==> src/rtl/udma_spi_arb_pkg.sv <==
// -----------------------------------------------------------------------------
// udma_spi_arb_pkg
// Shared types for the SPI L2 read arbiter:
//   arb_state_e  - request FSM states (idle / request pending on L2)
//   arb_ch_e     - channel identifier stored in the order FIFO
//   DS_*         - uDMA datasize encodings carried on *_datasize signals
//   arb_rr_pick  - round-robin tie-break between the two channels
// -----------------------------------------------------------------------------
package udma_spi_arb_pkg;

    typedef enum logic {
        ARB_IDLE = 1'b0,
        ARB_REQ  = 1'b1
    } arb_state_e;

    typedef enum logic {
        CH_CMD = 1'b0,
        CH_TX  = 1'b1
    } arb_ch_e;

    localparam logic [1:0] DS_BYTE = 2'b00;
    localparam logic [1:0] DS_HALF = 2'b01;
    localparam logic [1:0] DS_WORD = 2'b10;

    // On a tie the channel that was not granted last wins.
    function automatic arb_ch_e arb_rr_pick(input logic    cmd_elig,
                                            input logic    tx_elig,
                                            input arb_ch_e last_ch);
        arb_ch_e pick;
        if (cmd_elig && tx_elig) begin
            pick = (last_ch == CH_TX) ? CH_CMD : CH_TX;
        end else if (cmd_elig) begin
            pick = CH_CMD;
        end else begin
            pick = CH_TX;
        end
        return pick;
    endfunction

endpackage

==> src/rtl/udma_spi_arb_fifo.sv <==
// -----------------------------------------------------------------------------
// udma_spi_arb_fifo
// Small synchronous first-word-fall-through FIFO.
// Ports:
//   clk, srst          clock, synchronous active-high reset
//   push_i, data_i     write side; a push while full is dropped
//   pop_i              read side; a pop while empty is ignored
//   data_o             current head (valid whenever empty_o = 0)
//   empty_o, full_o    occupancy flags
// -----------------------------------------------------------------------------
module udma_spi_arb_fifo #(
    parameter int unsigned WIDTH = 32,
    parameter int unsigned DEPTH = 2
) (
    input  logic             clk,
    input  logic             srst,
    input  logic             push_i,
    input  logic [WIDTH-1:0] data_i,
    input  logic             pop_i,
    output logic [WIDTH-1:0] data_o,
    output logic             empty_o,
    output logic             full_o
);

    localparam int unsigned AW = (DEPTH > 1) ? $clog2(DEPTH) : 1;
    localparam int unsigned CW = $clog2(DEPTH + 1);

    logic [WIDTH-1:0] mem_q [DEPTH];
    logic [AW-1:0]    wr_ptr_q, wr_ptr_d;
    logic [AW-1:0]    rd_ptr_q, rd_ptr_d;
    logic [CW-1:0]    count_q, count_d;
    logic             push_ok;
    logic             pop_ok;

    assign empty_o = (count_q == '0);
    assign full_o  = (count_q == CW'(DEPTH));
    assign push_ok = push_i && !full_o;
    assign pop_ok  = pop_i && !empty_o;

    // Head read is combinational so the consumer sees data the cycle after
    // the write without an extra stage.
    assign data_o = mem_q[rd_ptr_q];

    always_comb begin
        wr_ptr_d = wr_ptr_q;
        rd_ptr_d = rd_ptr_q;
        if (push_ok) begin
            wr_ptr_d = (wr_ptr_q == AW'(DEPTH - 1)) ? '0 : wr_ptr_q + 1'b1;
        end
        if (pop_ok) begin
            rd_ptr_d = (rd_ptr_q == AW'(DEPTH - 1)) ? '0 : rd_ptr_q + 1'b1;
        end
        count_d = count_q + CW'(push_ok) - CW'(pop_ok);
    end

    always_ff @(posedge clk) begin
        if (srst) begin
            wr_ptr_q <= '0;
            rd_ptr_q <= '0;
            count_q  <= '0;
        end else begin
            wr_ptr_q <= wr_ptr_d;
            rd_ptr_q <= rd_ptr_d;
            count_q  <= count_d;
        end
    end

    // Storage carries no reset; occupancy alone decides what is valid.
    always_ff @(posedge clk) begin
        if (push_ok) begin
            mem_q[wr_ptr_q] <= data_i;
        end
    end

endmodule

==> src/rtl/udma_spi_l2_rd_arbiter.sv <==
// -----------------------------------------------------------------------------
// udma_spi_l2_rd_arbiter
// Shares one uDMA L2 read port between the SPI command stream (cmd) and the
// SPI TX data stream (tx). Reads are issued one grant per cycle at most, the
// granted channel ID is queued in an order FIFO, and returned data (always in
// request order) is steered into a per-channel response buffer that feeds the
// SPI master with valid/ready.
//
// Ports:
//   sys_clk_i, rst_i                  clock, synchronous active-high reset
//   cmd_req/addr/datasize_i, cmd_gnt_o  cmd read request side
//   cmd_data_o, cmd_valid_o, cmd_ready_i cmd response stream
//   tx_*                              same set for TX data
//   l2_req/addr/datasize_o, l2_gnt_i  shared L2 request port
//   l2_rdata_i, l2_rvalid_i           in-order L2 read return
//   busy_o                            reads outstanding or data buffered
//   err_o                             sticky: return with nothing outstanding
//                                     or order-FIFO overflow
//
// Build option: UDMA_SPI_ARB_CMD_PRIO_EN gives cmd fixed priority over tx
// and removes the round-robin pointer.
// -----------------------------------------------------------------------------
module udma_spi_l2_rd_arbiter #(
    parameter int unsigned L2_AWIDTH_NOAL  = 12,
    parameter int unsigned MAX_OUTSTANDING = 2,
    parameter int unsigned ORD_DEPTH       = 4
) (
    input  logic                      sys_clk_i,
    input  logic                      rst_i,
    input  logic                      cmd_req_i,
    input  logic [L2_AWIDTH_NOAL-1:0] cmd_addr_i,
    input  logic [1:0]                cmd_datasize_i,
    output logic                      cmd_gnt_o,
    output logic [31:0]               cmd_data_o,
    output logic                      cmd_valid_o,
    input  logic                      cmd_ready_i,
    input  logic                      tx_req_i,
    input  logic [L2_AWIDTH_NOAL-1:0] tx_addr_i,
    input  logic [1:0]                tx_datasize_i,
    output logic                      tx_gnt_o,
    output logic [31:0]               tx_data_o,
    output logic                      tx_valid_o,
    input  logic                      tx_ready_i,
    output logic                      l2_req_o,
    output logic [L2_AWIDTH_NOAL-1:0] l2_addr_o,
    output logic [1:0]                l2_datasize_o,
    input  logic                      l2_gnt_i,
    input  logic [31:0]               l2_rdata_i,
    input  logic                      l2_rvalid_i,
    output logic                      busy_o,
    output logic                      err_o
);

    import udma_spi_arb_pkg::*;

    localparam int unsigned    CRW        = $clog2(MAX_OUTSTANDING + 1);
    localparam logic [CRW-1:0] CREDIT_MAX = CRW'(MAX_OUTSTANDING);

    arb_state_e     state_q, state_d;
    arb_ch_e        sel_q, sel_d;
    logic [CRW-1:0] cmd_credit_q, cmd_credit_d;
    logic [CRW-1:0] tx_credit_q, tx_credit_d;
    logic           err_q, err_d;

    logic           cmd_elig, tx_elig;
    logic           cmd_elig_nxt, tx_elig_nxt;
    arb_ch_e        idle_pick, next_pick;
    logic           sel_req;
    logic           grant;
    logic           cmd_pop, tx_pop;

    logic           ord_head, ord_empty, ord_full, ord_pop;
    logic           cmd_push, tx_push;
    logic [31:0]    cmd_head, tx_head;
    logic           cmd_empty, cmd_full, tx_empty, tx_full;

    // ---------------------------------------------------------------- request
    // A credit covers a read from grant until its word leaves the buffer, so
    // a channel can never have more words returning than its buffer holds.
    assign cmd_elig = cmd_req_i && (cmd_credit_q < CREDIT_MAX);
    assign tx_elig  = tx_req_i  && (tx_credit_q  < CREDIT_MAX);

    assign sel_req       = (sel_q == CH_CMD) ? cmd_req_i      : tx_req_i;
    assign l2_addr_o     = (sel_q == CH_CMD) ? cmd_addr_i     : tx_addr_i;
    assign l2_datasize_o = (sel_q == CH_CMD) ? cmd_datasize_i : tx_datasize_i;

    // Request is withdrawn immediately if the selected channel drops its
    // request, and held off while the order FIFO cannot take another ID.
    assign l2_req_o  = (state_q == ARB_REQ) && sel_req && !ord_full;
    assign grant     = l2_req_o && l2_gnt_i;
    assign cmd_gnt_o = grant && (sel_q == CH_CMD);
    assign tx_gnt_o  = grant && (sel_q == CH_TX);

    assign cmd_pop = cmd_valid_o && cmd_ready_i;
    assign tx_pop  = tx_valid_o  && tx_ready_i;

    assign cmd_credit_d = cmd_credit_q + CRW'(cmd_gnt_o) - CRW'(cmd_pop);
    assign tx_credit_d  = tx_credit_q  + CRW'(tx_gnt_o)  - CRW'(tx_pop);

    // Eligibility as it will stand once this cycle's grant/pop land; used to
    // decide whether a back-to-back request can follow a grant.
    assign cmd_elig_nxt = cmd_req_i && (cmd_credit_d < CREDIT_MAX);
    assign tx_elig_nxt  = tx_req_i  && (tx_credit_d  < CREDIT_MAX);

`ifdef UDMA_SPI_ARB_CMD_PRIO_EN
    assign idle_pick = cmd_elig     ? CH_CMD : CH_TX;
    assign next_pick = cmd_elig_nxt ? CH_CMD : CH_TX;
`else
    arb_ch_e last_q;

    assign idle_pick = arb_rr_pick(cmd_elig, tx_elig, last_q);
    // After a grant the just-granted channel becomes "last".
    assign next_pick = arb_rr_pick(cmd_elig_nxt, tx_elig_nxt, sel_q);

    always_ff @(posedge sys_clk_i) begin
        if (rst_i) begin
            last_q <= CH_TX;
        end else if (grant) begin
            last_q <= sel_q;
        end
    end
`endif

    always_comb begin
        state_d = state_q;
        sel_d   = sel_q;
        case (state_q)
            ARB_IDLE: begin
                if (cmd_elig || tx_elig) begin
                    state_d = ARB_REQ;
                    sel_d   = idle_pick;
                end
            end
            ARB_REQ: begin
                if (grant) begin
                    if (cmd_elig_nxt || tx_elig_nxt) begin
                        sel_d = next_pick;
                    end else begin
                        state_d = ARB_IDLE;
                    end
                end else if (!sel_req) begin
                    state_d = ARB_IDLE;
                end
            end
            default: begin
                state_d = ARB_IDLE;
            end
        endcase
    end

    // --------------------------------------------------------------- response
    assign ord_pop  = l2_rvalid_i && !ord_empty;
    assign cmd_push = ord_pop && (ord_head == logic'(CH_CMD));
    assign tx_push  = ord_pop && (ord_head == logic'(CH_TX));

    udma_spi_arb_fifo #(
        .WIDTH (1),
        .DEPTH (ORD_DEPTH)
    ) u_ord_fifo (
        .clk     (sys_clk_i),
        .srst    (rst_i),
        .push_i  (grant),
        .data_i  (logic'(sel_q)),
        .pop_i   (ord_pop),
        .data_o  (ord_head),
        .empty_o (ord_empty),
        .full_o  (ord_full)
    );

    udma_spi_arb_fifo #(
        .WIDTH (32),
        .DEPTH (MAX_OUTSTANDING)
    ) u_cmd_buf (
        .clk     (sys_clk_i),
        .srst    (rst_i),
        .push_i  (cmd_push),
        .data_i  (l2_rdata_i),
        .pop_i   (cmd_pop),
        .data_o  (cmd_head),
        .empty_o (cmd_empty),
        .full_o  (cmd_full)
    );

    udma_spi_arb_fifo #(
        .WIDTH (32),
        .DEPTH (MAX_OUTSTANDING)
    ) u_tx_buf (
        .clk     (sys_clk_i),
        .srst    (rst_i),
        .push_i  (tx_push),
        .data_i  (l2_rdata_i),
        .pop_i   (tx_pop),
        .data_o  (tx_head),
        .empty_o (tx_empty),
        .full_o  (tx_full)
    );

    assign cmd_valid_o = !cmd_empty;
    assign tx_valid_o  = !tx_empty;
    // Buffer storage is not reset, so present zero while nothing is valid.
    assign cmd_data_o  = cmd_valid_o ? cmd_head : '0;
    assign tx_data_o   = tx_valid_o  ? tx_head  : '0;

    assign busy_o = !ord_empty || cmd_valid_o || tx_valid_o;

    // Order-FIFO and buffer overflow are unreachable while credits are
    // honoured; they are flagged rather than silently absorbed.
    assign err_d = err_q
                 || (l2_rvalid_i && ord_empty)
                 || (grant && ord_full)
                 || (cmd_push && cmd_full)
                 || (tx_push && tx_full);
    assign err_o = err_q;

    always_ff @(posedge sys_clk_i) begin
        if (rst_i) begin
            state_q      <= ARB_IDLE;
            sel_q        <= CH_CMD;
            cmd_credit_q <= '0;
            tx_credit_q  <= '0;
            err_q        <= 1'b0;
        end else begin
            state_q      <= state_d;
            sel_q        <= sel_d;
            cmd_credit_q <= cmd_credit_d;
            tx_credit_q  <= tx_credit_d;
            err_q        <= err_d;
        end
    end

endmodule

==> config.mk <==
export PLATFORM = sky130hd
export DESIGN_NAME = udma_spi_l2_rd_arbiter
export DESIGN_NICKNAME = d
export VERILOG_FILES = /design/src/rtl/udma_spi_arb_pkg.sv /design/src/rtl/udma_spi_arb_fifo.sv /design/src/rtl/udma_spi_l2_rd_arbiter.sv
export SDC_FILE = /design/constraint.sdc
export NUM_CORES = 1
export LEC_CHECK = 0
export CAP_MARGIN = 20
export CORE_MARGIN = 8
export CORE_UTILIZATION = 54
export DETAILED_ROUTE_END_ITERATION = 8
export PLACE_DENSITY = 0.95
export SYNTH_ARGS = -nofsm -noshare
export SYNTH_HDL_FRONTEND = slang
export SYNTH_SLANG_ARGS = --single-unit
export TNS_END_PERCENT = 5
==> constraint.sdc <==
create_clock -name sys_clk_i -period 11.35 [get_ports sys_clk_i]
set_input_delay 2.27 -clock sys_clk_i [delete_from_list [all_inputs] [get_ports sys_clk_i]]
set_output_delay 2.27 -clock sys_clk_i [all_outputs]
set_load 0.02 [all_outputs]
### Word-level counts from Yosys, hierarchy flattened

Memory sizes are Yosys's and may differ from the RTL's. A register that Yosys moved wholly into a read port is not among the register bits.
Index checks and enable logic that the tools add are counted.

| cells by class | value |
|---|---|
| add/sub/neg operators | 16 |
| multiply operators | 0 |
| divide/modulo/power cells | 0 |
| $lt $le $gt $ge | 4 |
| equal/unequal tests | 8 |
| shift operators | 0 |
| mux-type cells | 38 |
| bitwise logic cells | 3 |
| reductions and logical operators | 44 |

Operator list:

| kind | count |
|---|---|
| two-way mux 32 bit | 2 |
| two-way mux 1 bit | 28 |
| logical AND 1 bit | 26 |
| two-way mux 12 bit | 1 |
| two-way mux 2 bit | 5 |
| adder 2 x 1 -> 2 bit | 4 |
| == test 2 bit (second input constant) | 4 |
| logical OR 1 bit | 8 |
| less-than comparator 2 bit (second input constant) | 4 |
| subtractor 2 x 1 -> 2 bit | 4 |
| logical NOT 1 bit | 6 |
| adder 1 bit (second input constant) | 4 |
| adder 2 x 1 -> 2 bit (second input constant) | 2 |
| logical NOT 2 bit | 2 |
| != test 2 x 1 -> 1 bit (second input constant) | 2 |
| one-hot mux 1 bit (2 select lines) | 2 |
| adder 3 x 1 -> 3 bit | 1 |
| == test 3 bit (second input constant) | 1 |
| logical NOT 3 bit | 1 |
| NOT 1 bit | 3 |
| AND reduction 3 bit | 1 |
| subtractor 3 x 1 -> 3 bit | 1 |
| != test 2 bit (second input constant) | 1 |

| word-level totals | value |
|---|---|
| register bits after elaboration | 23 |
| bits in latches | 0 |
| bits in writable memories | 132 |
| ROM bits | 0 |
| bits of input ports | 68 |
| output and inout bits | 85 |
| word-level logic and storage cells | 131 |
| memories kept | 3 |

Memories:

| memory | depth | bits a word | read ports | clocked after memory_dff | wr ports | line | text |
|---|---|---|---|---|---|---|---|
| u_cmd_buf.mem_q | 2 | 32 | 1 | 1 | 1 | udma_spi_arb_fifo.sv:28 | `logic [WIDTH-1:0] mem_q [DEPTH];` |
| u_tx_buf.mem_q | 2 | 32 | 1 | 1 | 1 | udma_spi_arb_fifo.sv:28 |  |
| u_ord_fifo.mem_q | 4 | 1 | 1 | 1 | 1 | udma_spi_arb_fifo.sv:28 |  |

### Logic depth before layout (Yosys ltp)

Gate-level depths: netlist of run 1.

| logic depth | value |
|---|---|
| depth in word-level cells | 14 |
| mapped depth | 10 |
| gate-level depth less buffers | 10 |

### Modules after synthesis

From an unflattened synthesis of run 1, not the netlist that was laid out.

| unflattened totals | value |
|---|---|
| cell total of the unflattened synthesis | 454 |
| area total of the unflattened synthesis | 6842.8 um2 |

By module, submodules not included:

| module | instances | cells an instance | area an instance (um2) | sequential area each (um2) |
|---|---|---|---|---|
| udma_spi_arb_fifo at u_cmd_buf ... | 2 | 127 | 2542.4 | 2021.9 |
| udma_spi_l2_rd_arbiter | 1 | 144 | 1126.1 | 160.2 |
| udma_spi_arb_fifo at u_ord_fifo | 1 | 56 | 631.9 | 300.3 |

### Worst setup path after synthesis of run 1

OpenSTA, ideal clock, no wires.

| timing | value |
|---|---|
| kind | input to register |
| from | input port l2_rvalid_i |
| to | memory u_cmd_buf.mem_q[0][0], enable pin |
| setup time | 502 ps |
| arrival | 5543 ps |
| data required time | 10848 ps |
| slack | 5306 ps |
| cell stages on the path | 2 |
| path buffers | 0 |
| cell sequence | o31ai_2 nor4_1 |

| on the way | value |
|---|---|
| longest elaborated chain between the ends | 5 |

Ends and longest elaborated chain:

| element | line | text |
|---|---|---|
| start: declaration | udma_spi_l2_rd_arbiter.sv:49 | `input logic l2_rvalid_i,` |
| logical AND 1 bit | udma_spi_l2_rd_arbiter.sv:152 | `assign ord_pop = l2_rvalid_i && !ord_empty;` |
| logical AND 1 bit | udma_spi_l2_rd_arbiter.sv:153 | `assign cmd_push = ord_pop && (ord_head == logic'(CH_CMD));` |
| logical AND 1 bit | udma_spi_arb_fifo.sv:37 | `assign push_ok = push_i && !full_o;` |
| two-way mux 1 bit | udma_spi_arb_fifo.sv:70 | `if (push_ok) begin` |
| two-way mux 1 bit (implied by the code) | udma_spi_arb_fifo.sv:71 | `mem_q[wr_ptr_q] <= data_i;` |
| end: declaration | udma_spi_arb_fifo.sv:28 |  |

Every way passes these cells.

### Final worst setup path of run 1

| timing | value |
|---|---|
| from | input port tx_req_i |
| to | output port tx_gnt_o |

| on the way | value |
|---|---|
| longest elaborated chain between the ends | 5 |

Ends and longest elaborated chain:

| element | line | text |
|---|---|---|
| start: declaration | udma_spi_l2_rd_arbiter.sv:37 | `input logic tx_req_i,` |
| two-way mux 1 bit | udma_spi_l2_rd_arbiter.sv:83 | `assign sel_req = (sel_q == CH_CMD) ? cmd_req_i : tx_req_i;` |
| logical AND 1 bit (2 in series) | udma_spi_l2_rd_arbiter.sv:89 | `assign l2_req_o = (state_q == ARB_REQ) && sel_req && !ord_full;` |
| logical AND 1 bit | udma_spi_l2_rd_arbiter.sv:90 | `assign grant = l2_req_o && l2_gnt_i;` |
| logical AND 1 bit | udma_spi_l2_rd_arbiter.sv:92 | `assign tx_gnt_o = grant && (sel_q == CH_TX);` |
| end: declaration | udma_spi_l2_rd_arbiter.sv:40 | `output logic tx_gnt_o,` |

Every way passes these cells.

==> qor.csv, run 1 <==
metric;value;unit
viasPerCell;5.403;
htree_levels;4;
setup_violations;0;
utilization;73.93;%
cp_slowest_stage_delay;0.63;ns
yosysWarnings;0;
cts_hold_buffers;0;
p_leak;3.072;nW
first_pass_iters;5;
cp_max_fo;7;
cpMostUsedCell;clkdlybuf4s50_1;
grt-busiest-layer;met2;
synth-xor-area-share;2.035;%
die_h;125.9;um
rsz0062_at_grt;false;
syn_area;0.006518;sq mm
power_density;258.2;mW/mm^2
core-area;0.01191;sq mm
cts_buffers;17;
dp_hpwl;10130;um
wirelength;15470;um
cts.reportedPaths.clkPinSlew;0.06;ns
avgSynthCellArea;14.81;sq um
finalClockSkew;0.01204;ns
num_vias;4079;
hold_path_class;flip-flop to flip-flop;
drc;0;
hold_violations;0;
path_cells;clkdlybuf4s50_1, mux2_4, nand4_4, inv_4, and2_4, clkdlybuf4s50_1;
grt_max_degree;33;
slowest_stage;clkdlybuf4s50_1;
gr-usage-met1;22.69;%
grt_use_total;19.62;%
synth-simple-area-share;8.773;%
slew_violations;0;
start_util;54.72;%
ir_drop;127.4;uV
cts.sinks;159;
timing_worst_setup_path_type;input port to primary output;
clk_path_buf_depth;2;
syn2layout_area_growth;35.11;%
nFillCells;719;
synth-edff-count;132;
required;9.08;ns
worstSetupEndpointType;primary output;
cts-resized-gates;0;
multi_input_area;0.001878;sq mm
drt-initial-drc-count;327;
cts_tree;built;
postSynthCellCount;440;
synth-seq-area-share;69.11;%
yosys.area.top_type_share;60.82;%
cts_setup_buffers;0;
synth_compound_area_share;1.209;%
synth_adder_area_share;3.187;%
finalSetupTns;0;ns
grt.overflow.total;0;
grt_pass1_wl;24050;um
num_rows;40;
clockRootBuffer;clkbuf_16;
synth_common_cells;edfxtp_1, nor2_1, mux2i_1;
synth-seq-cells;159;
antenna_found_initial;0;
min_period;6.380;ns
port_buffers;152;
wl_per_cell;20.49;um
drive_gt1_share;11.18;%
cap_violations;0;
yosys.area.top_type;edfxtp_1;
ys_types;39;
antenna-diode-count;0;
worstSetupStartpointType;input port;
fin_crit_sh;56.21;%
clock.fmax;0.1567;GHz
worstPathArrival;4.11;ns
nets;679;
die_area;0.01584;sq mm
clk-insertion-delay-late;0.41;ns
die_w;125.9;um
synthMuxAreaShare;13.28;%
pin_count;153;
ant_nets;0;
tightest_slew;1.093;ns
use_met3;7.004;%
synth_top_family_by_area;multiplexers;
slew_headroom;27.15;%
synth_nets;524;
finish.instance_area;0.008806;sq mm
status;finished, final reports clean;
place_area;0.008187;sq mm
ys.flop_type;edfxtp_1;
async_flop_share;0;%
grtUsageMet2;33.57;%
synth_top_cells_by_area;edfxtp_1, mux2i_1, dfxtp_1;
grt_pass1_vias;4379;
register_area;0.004507;sq mm
gp_congestion;0.7660;
synth.most_common_cell;edfxtp_1;
## cell usage in the layout, fill, tap and decap left out, drive strengths merged, types with 4 or more instances in the layout
cell	instances
clkinvlp	4
inv	20
mux2i	67
nor2	80
edfxtp	132
dfxtp	27
a21oi	7
nand2b	5
nor3	4
xnor2	8
nor2b	8
mux2	15
and2	9
clkdlybuf4s50	152
ha	15
bufinv	4
clkbuf	17
clkinv	6
## state kept, by name, summed over array words and instances, names as in the netlist, named ones only
| name | cells |
|---|---|
| u_cmd_buf.wr_ptr_q | 1 |
| cmd_credit_q | 2 |
| u_cmd_buf.mem_q | 64 |
| u_tx_buf.count_q | 2 |
| state_q | 1 |
| last_q | 1 |
| u_cmd_buf.rd_ptr_q | 1 |
| u_ord_fifo.wr_ptr_q | 2 |
| u_tx_buf.rd_ptr_q | 1 |
| sel_q | 1 |
| u_cmd_buf.count_q | 2 |
| u_tx_buf.wr_ptr_q | 1 |
| u_ord_fifo.rd_ptr_q | 2 |
| u_ord_fifo.mem_q | 4 |
| err_o | 1 |
| u_tx_buf.mem_q | 64 |
| u_ord_fifo.count_q | 3 |
| tx_credit_q | 2 |
## where the power goes
part | internal (mW) | total, mW | switching (mW)
logic | 0.404 | 0.865 | 0.461
clock network | 0.367 | 0.584 | 0.218
registers | 0.732 | 0.825 | 0.0923
total | 1.50 | 2.27 | 0.771
## layer usage
layer | vias up | share of wire (%)
met4 | 0 | 1.1
li1 | 1881 | -
met3 | 17 | 8.9
met5 | - | 0
met2 | 200 | 50
met1 | 1981 | 40
## cell type report
cell class | instances | area share, %
flip-flops and latches | 159 | 51.18
multi-input cells | 243 | 21.33
repair buffers | 155 | 17.53
clock buffers | 17 | 4.831
clock inverters | 15 | 2.202
well taps | 147 | 2.089
inverters | 19 | 0.8383
## stage by stage
step	setup slack [ns]	hold slack, ns	power, mW	instances
floorplan	5.306	0.4365	1.307	440
global placement	5.043	0.4580	1.671	723
detailed placement	4.977	0.4597	1.701	723
CTS	4.971	0.4789	2.292	755
global route	4.881	0.5055	2.378	755
finish	4.970	0.4739	2.274	755
## critical path: cells and delay by family
| family | cells | cell delay [ns] |
|---|---|---|
| buf+inv | 3 | 1.31 |
| mux | 1 | 0.21 |
| simple gates | 2 | 0.32 |
## worst paths after layout
path	cells past startpoint	end	slack (ns)	startpoint
worst max register to register	11	sel_q	8.11	u_cmd_buf.count_q[1]
worst min-delay path	1	last_q	0.47	last_q
worst max-delay path	6	tx_gnt_o	4.97	tx_req_i
worst min register to register	1	last_q	0.47	last_q
## cells by family (layout without fill, tap and decap cells)
family	after synthesis	in the layout
AND/OR/NAND/NOR	120	120
buffers and inverters	38	206
adder cells (fa/ha/maj)	16	16
multiplexers	83	83
XOR/XNOR	12	12
AO/OA/AOI/OAI	12	12
flip-flops	159	159
(Power assumes the default switching activity.)
==> run 2: changes to the inputs <==
CORE_UTILIZATION = 45   (was 54)
PLACE_DENSITY = 0.86   (was 0.95)
clock period = 5.3 ns   (was 11.35 ns; I/O delays follow)
==> run 2 against run 1 <==
Net effect: setup slack lost 3.6 ns; flip-flop and latch count is the same; utilization shrank 12 points; highest routed layer unchanged.
==> qor.csv, run 2 (same netlist as run 1, synthesis figures left out) <==
metric;value;unit;change
post-place-ws;1.378;ns;-3.599 ns
wl_per_cell;18.34;um;-10%
largestRegisters;u_cmd_buf.mem_q (64), u_tx_buf.mem_q (64), u_ord_fifo.mem_q (4);;
cts.sinks;159;;unchanged
setup_violations;0;;unchanged
path_cells;clkdlybuf4s50_1, mux2_4, nand4_4, inv_4, and2_4, clkdlybuf4s50_1;;
worstSetupStartpointType;input port;;
htree_levels;4;;unchanged
register_area;0.004507;sq mm;unchanged
num_vias;3932;;-3.6%
core-area;0.01437;sq mm;+21%
nFillCells;1039;;+45%
clk_path_buf_depth;2;;unchanged
dp_hpwl;9718;um;-4.1%
finalClockSkew;0.009078;ns;-0.002964 ns
syn2layout_area_growth;35.92;%;
cp_slowest_stage_delay;0.63;ns;about the same
cts_setup_buffers;0;;unchanged
grt_max_degree;35;;+6.1%
p_leak;3.075;nW;+0.10%
ir_drop;287.0;uV;+130%
grt_pass1_vias;4256;;-2.8%
finalSetupTns;0;ns;unchanged
critPathTopFamily;buffers and inverters;;
crit_end;tx_gnt_o;;
first_pass_iters;4;;-1
cts-resized-gates;0;;unchanged
cp_max_fo;7;;unchanged
grt.overflow.total;0;;unchanged
viasPerCell;4.952;;-8.3%
status;finished, final reports clean;;
grt_use_total;15.98;%;-3.6 points
worstPathArrival;2.87;ns;-1.24 ns
timing.final.ws_setup;1.365;ns;-3.605 ns
nets;681;;+0.29%
multi_input_area;0.001888;sq mm;+0.53%
slowest_stage;clkdlybuf4s50_1;;
tightest_slew;0.9617;ns;-0.1311 ns
ant_nets;0;;unchanged
reg2reg_to;sel_q;;
final_cell_mix;clkdlybuf4s50_1, edfxtp_1, nor2_1;;
wirelength;14560;um;-5.9%
slew_headroom;35.74;%;+8.6 points
required;4.24;ns;-4.84 ns
hold_path_class;flip-flop to flip-flop;;
gp_congestion;0.7412;;-3.2%
critPathLaunch;tx_req_i;;
port_buffers;152;;unchanged
fin_crit_sh;74.24;%;
slew_violations;0;;unchanged
die_area;0.01859;sq mm;+17%
antenna_found_initial;0;;unchanged
path_buf_inv;3;;unchanged
clock.fmax;0.2541;GHz;
holdPathStages;2;;+1
layout_commonest_cell;clkdlybuf4s50_1;;
cts_tree;built;;
utilization;61.65;%;-12 points
cap_violations;0;;unchanged
cts_hold_buffers;0;;unchanged
pin_count;153;;unchanged
die_h;136.3;um;+8.3%
grt_pass1_wl;22630;um;-5.9%
power_density;538.6;mW/mm^2;+110%
cts_buffers;17;;unchanged
r2r_slack;2.27;ns;-5.84 ns
timing_worst_setup_path_type;input port to primary output;;
drive_gt1_share;11.31;%;+0.13 points
rr_startpoint;u_cmd_buf.count_q[1];;
start_util;45.36;%;-9.4 points
cpMostUsedCell;clkdlybuf4s50_1;;
die_w;136.3;um;+8.3%
antenna-diode-count;0;;unchanged
num_rows;44;;+10%
drt-initial-drc-count;198;;-39%
r2r_cells;10;;-1
min_period;3.935;ns;
clk-insertion-delay-late;0.40;ns;about the same
cts.reportedPaths.clkPinSlew;0.06;ns;about the same
drc;0;;unchanged
worstSetupPathDepth;6;;unchanged
worstSetupEndpointType;primary output;;
hold_violations;0;;unchanged
clockRootBuffer;clkbuf_16;;
total_power;4.771;mW;+110%
rsz0062_at_grt;false;;
-- run 2: changes by cell type in the layout (fill, tap and decap cells not counted), sizes merged --
cell / delta
inv: +1
buf: +2
clkinv: +1
bufinv: -2
-- run 2: how the worst min path moves through the flow --
stage	from	to	slack (ns)
2_1_floorplan	last_q	last_q	0.44
6_report	err_o	err_o	0.46
3_5_place_dp	err_o	err_o	0.44
4_1_cts	err_o	err_o	0.46
3_3_place_gp	err_o	err_o	0.44
5_1_grt	err_o	err_o	0.47
-- run 2: cell type report --
class | count | area share, %
tap | 184 | 2.599
clock inverter | 15 | 1.610
clock buffer | 17 | 4.802
sequential | 159 | 50.88
multi-input combinational | 243 | 21.31
timing repair buffer | 157 | 17.97
inverter | 19 | 0.8333
-- run 2: worst reg2reg max path, stage by stage, from the launching register on --
cell and delay, ns:
dfxtp_1 0.36, nor2_4 0.77, inv_1 0.15, and2_1 0.27, ha_1 0.29, inv_1 0.05, ha_1 0.14, xnor3_1 0.25
a22o_1 0.26, a21oi_1 0.23, mux2i_1 0.21
-- run 2: power breakdown --
group | total [mW] | internal, mW | switching (mW)
combinational | 1.91 | 0.881 | 1.03
clock | 1.15 | 0.689 | 0.465
sequential | 1.70 | 1.57 | 0.138
-- run 2: through the flow --
stage          instances  hold slack, ns  area (sq um)
6_report             794          0.4602          8859
5_1_grt              794          0.4737          8859
4_1_cts              792          0.4580          8811
3_5_place_dp         760          0.4435          8243
3_3_place_gp         760          0.4413          8243
2_1_floorplan        440          0.4365          6518
-- run 2: per-layer routing --
metal	GRT usage [%]	part of all wire, %	vias to the layer above
li1	-	-	1895
met4	3.966	0.41	0
met1	18.30	41	1904
met3	5.839	7.5	4
met5	0	0	-
met2	27.76	52	129
==> run 3: changes to the inputs <==
CORE_UTILIZATION = 50   (was 45)
PLACE_DENSITY = 0.9   (was 0.86)
clock period = 4 ns   (was 5.3 ns; I/O delays follow)
==> run 3 against run 2 <==
Net effect: via count increased by 2.4%; routed wire length increased by 0.52%; final area about the same; setup slack got worse by 0.78 ns; sequential power increased by 31%; clock power increased by 30%; global-route usage increased by 1.7 points; non-clock buffer count increased by 4; die area decreased by 8.9%; utilization increased by 8.2 points; critical path type unchanged; largest power group unchanged.
==> qor.csv, run 3 (same netlist as run 1, synthesis figures left out) <==
metric;value;unit;change
pin_count;153;;unchanged
worstSetupStartpointType;input port;;
cts_tree;built;;
place_area;0.008297;sq mm;+0.65%
required;3.20;ns;-1.04 ns
first_pass_iters;4;;unchanged
cp_slowest_stage_delay;0.61;ns;-0.02 ns
clk_path_buf_depth;2;;unchanged
wl_per_cell;18.62;um;+1.5%
clockRootBuffer;clkbuf_16;;
tightest_slew;0.9494;ns;-0.01225 ns
timing_worst_setup_path_type;input port to primary output;;
ant_nets;0;;unchanged
drt-initial-drc-count;257;;+30%
num_vias;4027;;+2.4%
finalClockSkew;0.009867;ns;+0.0007893 ns
clock.fmax;0.2926;GHz;
cts_setup_buffers;0;;unchanged
power_density;712.0;mW/mm^2;+32%
cts.reportedPaths.clkPinSlew;0.06;ns;about the same
cts_buffers;17;;unchanged
worstSetupEndpointType;primary output;;
slew_headroom;36.51;%;+0.77 points
grt_max_degree;33;;-5.7%
path_cells;clkdlybuf4s50_1, mux2_4, nand4_4, inv_4, and2_4, clkdlybuf4s50_1;;
num_rows;41;;-6.8%
viasPerCell;5.123;;+3.5%
syn2layout_area_growth;35.88;%;about the same
final_cell_mix;clkdlybuf4s50_1, edfxtp_1, nor2_1;;
grt_pass1_vias;4355;;+2.3%
hold_path_class;flip-flop to flip-flop;;
status;finished, final reports clean;;
drive_gt1_share;12.05;%;+0.74 points
wirelength;14640;um;+0.52%
path_buf_inv;3;;unchanged
htree_levels;4;;unchanged
die_h;130.2;um;-4.5%
die_area;0.01694;sq mm;-8.9%
gp_congestion;0.8071;;+8.9%
clk-insertion-delay-late;0.41;ns;about the same
cts.sinks;159;;unchanged
dp_hpwl;10650;um;+9.5%
slew_violations;0;;unchanged
start_util;51.44;%;+6.1 points
p_leak;3.076;nW;about the same
antenna-diode-count;0;;unchanged
rsz0062_at_grt;false;;
slowest_stage;clkdlybuf4s50_1;;
critPathTopFamily;buffers and inverters;;
hold_violations;0;;unchanged
core-area;0.01267;sq mm;-12%
die_w;130.2;um;-4.5%
nets;685;;+0.59%
grt.overflow.total;0;;unchanged
largestRegisters;u_cmd_buf.mem_q (64), u_tx_buf.mem_q (64), u_ord_fifo.mem_q (4);;
ir_drop;280.3;uV;-2.4%
cts_hold_buffers;0;;unchanged
setup_violations;0;;unchanged
cts-resized-gates;0;;unchanged
fin_crit_sh;85.44;%;
grt_use_total;17.72;%;+1.7 points
antenna_found_initial;0;;unchanged
port_buffers;152;;unchanged
drc;0;;unchanged
worstPathArrival;2.62;ns;-0.25 ns
cp_max_fo;7;;unchanged
layout_commonest_cell;clkdlybuf4s50_1;;
grt_pass1_wl;22600;um;-0.15%
cpMostUsedCell;clkdlybuf4s50_1;;
finalSetupTns;0;ns;unchanged
finish.instance_area;0.008856;sq mm;about the same
min_period;3.418;ns;
cap_violations;0;;unchanged
[run 3: final cells by class]
type	count	area (sq um)
clock inverters	15	133.9
inverters	19	73.82
fillers	834	3815
well taps	172	215.2
clock buffers	17	425.4
flip-flops and latches	159	4507
repair buffers	161	1614
multi-input cells	243	1887
[run 3: final timing paths]
kind                                      startpoint       end  slack, ns  depth (start not counted)
worst max register to register  u_cmd_buf.count_q[1]     sel_q       1.22                         10
worst max-delay path                        tx_req_i  tx_gnt_o       0.58                          6
worst min-delay path                           err_o     err_o       0.46                          2
worst min register to register                 err_o     err_o       0.46                          2
[run 3: through the flow]
step / setup slack [ns] / cells / utilization, % / total power, mW / hold WS [ns]
4_1_cts: 0.5974 / 786 / 69.89 / 6.362 / 0.4612
2_1_floorplan: 0.7677 / 440 / - / 3.709 / 0.4365
5_1_grt: 0.4982 / 786 / 69.89 / 6.624 / 0.4907
3_5_place_dp: 0.6031 / 754 / 65.48 / 4.863 / 0.4451
6_report: 0.5822 / 786 / 69.89 / 6.305 / 0.4570
3_3_place_gp: 0.6415 / 754 / 65.48 / 4.775 / 0.4398
[run 3: routing by layer]
| layer | GRT usage (%) | wire length, um |
|---|---|---|
| met5 | 0 | 0 |
| met4 | 5.738 | 197 |
| met3 | 7.793 | 1526 |
| met2 | 31.38 | 7278 |
| met1 | 18.45 | 5637 |
[run 3: power breakdown]
group / switching, mW / total (mW) / internal [mW]
clock network: 0.640 / 1.50 / 0.860
registers: 0.158 / 2.23 / 2.07
logic: 1.40 / 2.57 / 1.18
total: 2.20 / 6.31 / 4.11
[run 3: worst reg2reg max path, cell delays in order (launching register included)]
cell     delay, ns
dfxtp_1       0.35
nor2_2        0.57
inv_1         0.13
and2_1        0.24
ha_1          0.28
inv_1         0.06
ha_1          0.15
xnor3_1       0.25
a22o_1        0.25
a21oi_1       0.21
mux2i_1       0.22
